--- config.mk ---
export PLATFORM = sky130hd
export DESIGN_NAME = video_timing_gen
export DESIGN_NICKNAME = d
export VERILOG_FILES = /design/src/rtl/video_timing_gen_pkg.sv /design/src/rtl/video_timing_gen_axis.sv /design/src/rtl/video_timing_gen.sv
export SDC_FILE = /design/constraint.sdc
export NUM_CORES = 1
export LEC_CHECK = 0
export CAP_MARGIN = 5
export CORE_AREA = 5 5 78 80
export DETAILED_ROUTE_END_ITERATION = 8
export DIE_AREA = 0 0 83 85
export PLACE_DENSITY = 0.77
export SKIP_CTS_REPAIR_TIMING = 1
export SLEW_MARGIN = 20
export SYNTH_ARGS = -nofsm -noshare
export SYNTH_HDL_FRONTEND = slang
export SYNTH_SLANG_ARGS = --single-unit
export TNS_END_PERCENT = 100
--- constraint.sdc ---
create_clock -name clk_sys -period 2.02 [get_ports clk_sys]
set_input_delay 0.404 -clock clk_sys [delete_from_list [all_inputs] [get_ports clk_sys]]
set_output_delay 0.404 -clock clk_sys [all_outputs]
set_load 0.03 [all_outputs]
--- src/rtl/video_timing_gen_pkg.sv ---
// Shared geometry defaults for the raster timing generator, plus the wrap-modulo
// helper used to fold adjusted sync positions back into 0..TOTAL-1.
package video_timing_gen_pkg;

    // Arcade board mode: 240x224 visible, 6 MHz pixel clock from 48 MHz
    localparam int ARC_CE_DIV        = 8;
    localparam int ARC_CW            = 9;
    localparam int ARC_H_TOTAL       = 384;
    localparam int ARC_H_BLANK_END   = 9;
    localparam int ARC_H_BLANK_START = 249;
    localparam int ARC_H_SYNC_START  = 308;
    localparam int ARC_H_SYNC_END    = 340;
    localparam int ARC_V_TOTAL       = 264;
    localparam int ARC_V_BLANK_END   = 15;
    localparam int ARC_V_BLANK_START = 239;
    localparam int ARC_V_SYNC_START  = 258;
    localparam int ARC_V_SYNC_END    = 260;

    // One conditional correction is enough because |adjust| < total
    function automatic int wrap_mod(input int sum, input int total);
        int r;
        r = sum;
        if (sum < 0) begin
            r = sum + total;
        end else if (sum >= total) begin
            r = sum - total;
        end
        return r;
    endfunction

endpackage

--- src/rtl/video_timing_gen_axis.sv ---
// One raster axis: position counter with blank and sync flags. Flags compare the
// pre-increment count; the sync adjust is re-latched only at frame boundaries.
module vtg_axis
    import video_timing_gen_pkg::*;
#(
    parameter int CW          = 9,
    parameter int TOTAL       = 384,
    parameter int BLANK_END   = 9,
    parameter int BLANK_START = 249,
    parameter int SYNC_START  = 308,
    parameter int SYNC_END    = 340,
    parameter int AW          = 4
) (
    input  logic          clk_sys,
    input  logic          reset,
    input  logic          step,
    input  logic          adj_load,
    input  logic [AW-1:0] adj,
    output logic [CW-1:0] count,
    output logic          wrap,
    output logic          blank,
    output logic          sync
);

    localparam logic [CW-1:0] LAST_V = CW'(TOTAL - 1);
    localparam logic [CW-1:0] BE_V   = CW'(BLANK_END);
    localparam logic [CW-1:0] BS_V   = CW'(BLANK_START);
    localparam logic [CW-1:0] SS_V   = CW'(SYNC_START);
    localparam logic [CW-1:0] SE_V   = CW'(SYNC_END);

    logic [CW-1:0]        count_q, count_d;
    logic                 blank_q, blank_d;
    logic                 sync_q, sync_d;
    logic [AW-1:0]        adj_l_q, adj_l_d;
    logic signed [CW:0]   adj_ext;
    logic signed [CW:0]   sum_on, sum_off;
    logic [CW-1:0]        sync_on, sync_off;

    // Both edges shift by the same amount, so pulse width never changes
    always_comb begin
        adj_ext  = $signed({{(CW + 1 - AW){adj_l_q[AW-1]}}, adj_l_q});
        sum_on   = $signed({1'b0, SS_V}) + adj_ext;
        sum_off  = $signed({1'b0, SE_V}) + adj_ext;
        sync_on  = CW'(wrap_mod(int'(sum_on), TOTAL));
        sync_off = CW'(wrap_mod(int'(sum_off), TOTAL));
    end

    assign wrap = step && (count_q == LAST_V);

    always_comb begin
        count_d = count_q;
        blank_d = blank_q;
        sync_d  = sync_q;
        adj_l_d = adj_l_q;
        if (step) begin
            count_d = wrap ? '0 : count_q + CW'(1);
            if (count_q == BE_V) blank_d = 1'b0;
            if (count_q == BS_V) blank_d = 1'b1;
            if (count_q == sync_on) sync_d = 1'b0;
            if (count_q == sync_off) sync_d = 1'b1;
        end
        if (adj_load) begin
            adj_l_d = adj;
        end
    end

    always_ff @(posedge clk_sys) begin
        if (reset) begin
            count_q <= '0;
            blank_q <= 1'b1;
            sync_q  <= 1'b1;
            adj_l_q <= adj;
        end else begin
            count_q <= count_d;
            blank_q <= blank_d;
            sync_q  <= sync_d;
            adj_l_q <= adj_l_d;
        end
    end

    assign count = count_q;
    assign blank = blank_q;
    assign sync  = sync_q;

endmodule

--- src/rtl/video_timing_gen.sv ---
// Parametrised raster timing generator: pixel enable divider, H/V axes,
// line/frame strobes and a free-running frame counter.
module video_timing_gen
    import video_timing_gen_pkg::*;
#(
    parameter int CE_DIV        = ARC_CE_DIV,
    parameter int CW            = ARC_CW,
    parameter int H_TOTAL       = ARC_H_TOTAL,
    parameter int H_BLANK_END   = ARC_H_BLANK_END,
    parameter int H_BLANK_START = ARC_H_BLANK_START,
    parameter int H_SYNC_START  = ARC_H_SYNC_START,
    parameter int H_SYNC_END    = ARC_H_SYNC_END,
    parameter int V_TOTAL       = ARC_V_TOTAL,
    parameter int V_BLANK_END   = ARC_V_BLANK_END,
    parameter int V_BLANK_START = ARC_V_BLANK_START,
    parameter int V_SYNC_START  = ARC_V_SYNC_START,
    parameter int V_SYNC_END    = ARC_V_SYNC_END
) (
    input  logic          clk_sys,
    input  logic          reset,
    input  logic [3:0]    h_adj,
    input  logic [2:0]    v_adj,
    output logic          ce_pix,
    output logic [CW-1:0] hcount,
    output logic [CW-1:0] vcount,
    output logic          hb,
    output logic          vb,
    output logic          hs,
    output logic          vs,
    output logic          line_start,
    output logic          frame_start,
    output logic [7:0]    frame_cnt
);

    localparam int DW = $clog2(CE_DIV);

    logic [DW-1:0] div_q, div_d;
    logic          ce_pix_q, ce_pix_d;
    logic          line_start_q, line_start_d;
    logic          frame_start_q, frame_start_d;
    logic [7:0]    frame_cnt_q, frame_cnt_d;
    logic          step;
    logic          h_wrap;
    logic          v_wrap;

    // Counters advance on the same edge that raises ce_pix
    assign step = (div_q == DW'(CE_DIV - 1));

    always_comb begin
        div_d         = step ? '0 : div_q + DW'(1);
        ce_pix_d      = step;
        line_start_d  = line_start_q;
        frame_start_d = frame_start_q;
        frame_cnt_d   = frame_cnt_q;
        if (step) begin
            line_start_d  = h_wrap;
            frame_start_d = v_wrap;
            if (v_wrap) frame_cnt_d = frame_cnt_q + 8'd1;
        end
    end

    always_ff @(posedge clk_sys) begin
        if (reset) begin
            div_q         <= '0;
            ce_pix_q      <= 1'b0;
            line_start_q  <= 1'b0;
            frame_start_q <= 1'b0;
            frame_cnt_q   <= '0;
        end else begin
            div_q         <= div_d;
            ce_pix_q      <= ce_pix_d;
            line_start_q  <= line_start_d;
            frame_start_q <= frame_start_d;
            frame_cnt_q   <= frame_cnt_d;
        end
    end

    vtg_axis #(
        .CW(CW), .TOTAL(H_TOTAL),
        .BLANK_END(H_BLANK_END), .BLANK_START(H_BLANK_START),
        .SYNC_START(H_SYNC_START), .SYNC_END(H_SYNC_END), .AW(4)
    ) u_h_axis (
        .clk_sys(clk_sys), .reset(reset), .step(step), .adj_load(v_wrap),
        .adj(h_adj), .count(hcount), .wrap(h_wrap), .blank(hb), .sync(hs)
    );

    // Vertical adjust reloads together with horizontal at the frame wrap
    vtg_axis #(
        .CW(CW), .TOTAL(V_TOTAL),
        .BLANK_END(V_BLANK_END), .BLANK_START(V_BLANK_START),
        .SYNC_START(V_SYNC_START), .SYNC_END(V_SYNC_END), .AW(3)
    ) u_v_axis (
        .clk_sys(clk_sys), .reset(reset), .step(h_wrap), .adj_load(v_wrap),
        .adj(v_adj), .count(vcount), .wrap(v_wrap), .blank(vb), .sync(vs)
    );

    assign ce_pix      = ce_pix_q;
    assign line_start  = line_start_q;
    assign frame_start = frame_start_q;
    assign frame_cnt   = frame_cnt_q;

endmodule

==> impl_metrics.ini, run 1 <==
[status]
status = finished clean

[timing]
maxSlewHeadroom_pct = 76.0
drv_slew = 0
rsz0062_at_grt = no
fmax_mhz = 513
fin_crit_sh_pct = 96.5
tightest_slew_ps = 357
period_minus_slack_ps = 1950
setup_tns_ps = 0
final.setup.worst_slack_ps = 70.2
finalHoldViolations = 0
skew_ps = 3.78
finalSetupViolCount = 0

[logic_synthesis]
ys_seq_area_share_pct = 45.2
yosysMostFrequentCell = dfxtp_1
synthArstFlopShare_pct = 0
ys_warn_count = 0
synthTopCellsByArea = dfxtp_1, edfxtp_1, ha_1, a21oi_1, xnor2_1
ys_top_cells_by_count = dfxtp_1, a21oi_1, nand3_1, clkbuf_1, nor2_1
synth_top_area_share_pct = 35.0
syn_inst = 223
synth_top_area_cell = dfxtp_1
synth_seq_cells = 43
synthDistinctLibCells = 35
syn_nets = 241
synth_flop_cell = dfxtp_1
synth_area_per_cell_um2 = 9.23
netlist_area_um2 = 2060
synth_edf_count = 7

[route]
vias = 1844
finalWirelength_um = 4630
routedWlPerCell_um = 13.2
detail-route-antenna-nets = 0
drt_iter0_drc = 97
first_pass_iters = 4
drc = 0
viasPerCell = 5.25

[layout]
n_antenna_cell = 0
drive_gt1_share_pct = 14.3
areaGrowthSynthToFinish_pct = 35.3
design_area_um2 = 2780
fin_nets = 296
final_core_util_pct = 52.2

[die]
die_area_um2 = 7060
core_um2 = 5340
io_pins = 42
die_w_um = 83
row_count = 27
dieHeight_um = 85
start_util_pct = 38.6

[pwr]
cellLeakagePower_nw = 1.01
p_switching_mw = 0.345
p_clk_share_pct = 35.0
intPower_mw = 1.18
pwr-share-comb_pct = 6.1
total_power_mw = 1.52
switching_share_pct = 22.6
seqPwrFrac_pct = 58.9
ir_drop_mv = 0.403
p_per_area_nw_per_um2 = 548

[cts]
cts_max_level = 2
cts_sinks = 43
cts_buffers = 5
clk_latency_ps = 300
root_buffer = clkbuf_8
clk_pin_slew_ps = 80
clock_path_buffers = 2
cts_tree = yes

[worst_setup_path]
crit_arrival_ps = 2190
critPathKind = reg -> reg
slowest_stage = or4_4
end_kind = flop
r2r_slack_ps = 70
cp.required_ps = 2260
cp_cell_sequence = or4_4 > or3_4 > or4_1 > a21oi_1
cpPeakStageDelay_ps = 520
crit_path_max_fanout = 12
start_kind = flop

[grt]
grt_max_degree = 20
grt_pass1_wl_um = 7870
grt-ovfl-total = 0
grt_usage_pct = 13.4
grt_pass1_vias = 1802
antenna_found_initial = 0

[job]
drv_cap = 0

[place]
dp.final_hpwl_um = 3490
placed_area_um2 = 2690
dp_slack_ps = -14.6
gp_congestion = 0.804
io_buffer_count = 41

[min_path]
worstHoldPathType = reg -> reg
-- power by group through the flow --
| stage | Sequential, mW | Clock (mW) | Combinational, mW |
|---|---|---|---|
| 5_1_grt | 0.900 | 0.577 | 0.104 |
| 3_3_place_gp | 0.918 | 0 | 0.0921 |
| 3_5_place_dp | 0.919 | 0 | 0.0944 |
| 2_1_floorplan | 0.924 | 0 | 0.0474 |
| 4_1_cts | 0.898 | 0.548 | 0.0946 |
| 6_report | 0.898 | 0.534 | 0.0930 |
-- area by class of cell --
type | count | area, um^2
Fill cell | 531 | 2550
Multi-Input combinational cell | 157 | 1040
Sequential cell | 43 | 946
Timing Repair Buffer | 64 | 598
Tap cell | 72 | 90.1
Clock buffer | 7 | 76.3
Inverter | 7 | 26.3
Clock inverter | 1 | 5.00
-- cell usage in the layout, fill, tap and decap left out, drive strengths merged, types with 2 or more instances in the layout --
cell type,netlist,final
a21oi,19,19
a221o,2,2
and3,6,6
and4,2,2
buf,2,23
clkbuf,14,7
clkdlybuf4s50,0,40
dfxtp,36,36
edfxtp,7,7
ha,9,9
inv,7,7
nand2,9,9
nand2b,4,4
nand3,15,15
nand3b,2,2
nand4,6,6
nor2,12,12
nor2b,2,2
nor3,7,7
nor3b,3,3
nor4,4,4
o21ai,6,6
o31ai,8,8
or3,5,5
or4,10,10
xnor2,10,10
xor2,9,9
-- stage by stage --
stage | instances | hold slack [ps]
final | 351 | 442
after global routing | 351 | 464
after CTS | 351 | 446
after detailed placement | 343 | 434
after global placement | 343 | 412
after floorplan | 223 | 404
-- critical path: cells and delay by family (launching register included) --
family / cells / cell delay, ps
compound gates: 1 / 140
flops: 1 / 340
simple gates: 3 / 1400
-- metal layers --
layer | share of wire, % | vias to the layer above | routed length, um | global-route usage, %
met5 | 0 | - | 0 | 0
met4 | 1.7 | 0 | 79 | 5.35
met3 | 5.2 | 9 | 243 | 3.79
met2 | 49 | 45 | 2260 | 24.1
met1 | 44 | 868 | 2050 | 14.9
li1 | - | 922 | - | -
-- registers in the layout (all words and copies together), names as in the netlist --
register	cells
frame_cnt	8
ce_pix	1
u_v_axis.adj_l_q	3
u_h_axis.adj_l_q	4
frame_start	1
u_h_axis.blank	1
line_start	1
u_v_axis.sync	1
u_v_axis.blank	1
u_h_axis.count	9
u_h_axis.sync	1
u_v_axis.count	9
div_q	3
-- final timing paths --
check,start,endpoint,cells past startpoint
max,u_v_axis.count[7],frame_cnt[2],4
min reg2reg,div_q[0],div_q[0],1
max reg2reg,u_v_axis.count[7],frame_cnt[2],4
min,div_q[0],div_q[0],1
-- kinds of logic after synthesis --
| group | after synthesis | share of synthesized area (%) |
|---|---|---|
| adders and majority gates | 9 | 5.47 |
| DFF | 43 | 45.2 |
| AOI/OAI and AO/OA | 39 | 11.5 |
| buffers and inverters | 23 | 4.44 |
| and+or+nand+nor | 90 | 25.3 |
| xor gates and xnor gates | 19 | 8.09 |
(Power assumes the default switching activity.)
==> run 2: changes to the inputs <==
--- a/config.mk
+++ b/config.mk
@@ -6,10 +6,10 @@
 export NUM_CORES = 1
 export LEC_CHECK = 0
 export CAP_MARGIN = 5
-export CORE_AREA = 5 5 78 80
+export CORE_AREA = 5 5 61 103
 export DETAILED_ROUTE_END_ITERATION = 8
-export DIE_AREA = 0 0 83 85
-export PLACE_DENSITY = 0.77
+export DIE_AREA = 0 0 66 108
+export PLACE_DENSITY = 0.76
 export SKIP_CTS_REPAIR_TIMING = 1
 export SLEW_MARGIN = 20
 export SYNTH_ARGS = -nofsm -noshare
==> run 2 against run 1 <==
Via count is 5.0% higher; combinational power is 4.8% higher; maximum frequency is 1.3% lower; critical path depth stayed put; critical path type unchanged; final area is 4.0% higher; critical endpoint unchanged; hold slack worse by 19 ps; utilization is 2.5 points higher; clock power is 2% lower; sequential power hardly changed; first-iteration DRC count is 28% lower; clock skew is 1.1 ps higher; global-route usage is 2.1 points higher.
==> impl_metrics.ini, run 2 (synthesis results as in run 1) <==
[worst_setup_path]
critPathKind = reg -> reg
end_kind = flop
worst-path-buf-inv = 0
cpMostUsedCell = or4_4
cp_cell_sequence = or4_4 > or3_4 > or4_4 > a21oi_2
r2r_slack_ps = 40
crit_path_max_fanout = 11
cpPeakStageDelay_ps = 530
slowest_stage = or4_4
r2r_start = u_v_axis.count[7]
crit_arrival_ps = 2210
start_kind = flop
r2r_end = frame_cnt[2]
path_delay_family = simple AND/OR/NAND/NOR gates
cp.required_ps = 2250
worstRegToRegCells = 4

[layout]
n_fill_cell = 489
finalNonFillerCells = 364
seqCellArea_um2 = 947
fin_nets = 307
design_area_um2 = 2890
drive_gt1_share_pct = 20.3
areaGrowthSynthToFinish_pct = 40.6
n_antenna_cell = 0
final_common_cell = clkdlybuf4s50_1
multi_input_area_um2 = 1070
mostFrequentLayoutCells = clkdlybuf4s50_1, buf_4, dfxtp_1

[cts]
cts_max_level = 2
clock_path_buffers = 2
clk_latency_ps = 290
root_buffer = clkbuf_8
cts_sinks = 43
clk_pin_slew_ps = 80
cts_buffers = 5
cts_tree = yes

[place]
dp.final_hpwl_um = 3890
placed_area_um2 = 2760
io_buffer_count = 41
gp_congestion = 0.810
dp_cells = 353
dp_slack_ps = -61.4

[min_path]
min_from = div_q[0]
whs_endpoint = div_q[0]
worstHoldPathType = reg -> reg
holdPathStages = 1

[timing]
fin_crit_sh_pct = 97.8
period_minus_slack_ps = 1980
setup_tns_ps = 0
fmax_mhz = 506
maxSlewHeadroom_pct = 77.0
final.setup.worst_slack_ps = 43.6
finalHoldViolations = 0
skew_ps = 4.88
finalSetupViolCount = 0
tightest_slew_ps = 345
drv_slew = 0

[die]
die_w_um = 66
dieHeight_um = 108
start_util_pct = 38.8
die_area_um2 = 7130
io_pins = 42
row_count = 35
core_um2 = 5300

[grt]
grt_pass1_wl_um = 8640
antenna_found_initial = 0
grt-ovfl-total = 0
grt_usage_pct = 15.5
grt_pass1_vias = 1894
grt_max_degree = 20

[route]
viasPerCell = 5.32
routedWlPerCell_um = 14.2
finalWirelength_um = 5180
drt_iter0_drc = 70
drc = 0
first_pass_iters = 5
detail-route-antenna-nets = 0
vias = 1937

[pwr]
cellLeakagePower_nw = 1.07
p_per_area_nw_per_um2 = 526
ir_drop_mv = 0.304
total_power_mw = 1.52

[job]
drv_cap = 0

[status]
status = finished clean
-- run 2: how the worst max path moves through the flow --
stage                      start           end  cells past startpoint
6_report       u_v_axis.count[7]  frame_cnt[2]                      4
5_1_grt        u_v_axis.count[7]  frame_cnt[2]                      5
4_1_cts        u_v_axis.count[7]  frame_cnt[2]                      4
3_5_place_dp   u_v_axis.count[7]  frame_cnt[2]                      4
3_3_place_gp   u_v_axis.count[7]  frame_cnt[2]                      4
2_1_floorplan  u_v_axis.count[7]  frame_cnt[2]                      5
-- run 2: metal layers --
layer / track usage, % / up-vias / part of all wire (%)
li1: - / 935 / -
met1: 16.0 / 948 / 38
met2: 29.2 / 45 / 57
met3: 3.43 / 9 / 3.4
met4: 6.40 / 0 / 2.1
met5: 0 / - / 0
-- run 2: worst register-to-register path, cell delays in order (launching register included) --
cell and delay, ps:
dfxtp_4 340, or4_4 530, or3_4 400, or4_4 500, a21oi_2 140
-- run 2: layout make-up --
class	count	share of cell area [%]
repair buffers	75	23.5
inverters	7	0.908
well taps	74	3.20
clock buffers	7	2.64
clock inverters	1	0.173
flip-flops and latches	43	32.7
multi-input cells	157	36.8
-- run 2: where the power goes --
part	switching (mW)	total [mW]	leakage, nW	internal (mW)
clock	0.281	0.524	0.0422	0.243
combinational	0.0468	0.0975	0.660	0.0507
sequential	0.0121	0.900	0.364	0.888
-- run 2: metrics by stage --
stage,hold slack [ps],utilization (%)
floorplan,404,-
global placement,414,52.0
detailed placement,427,52.0
CTS,444,53.6
global route,427,54.6
finish,423,54.6
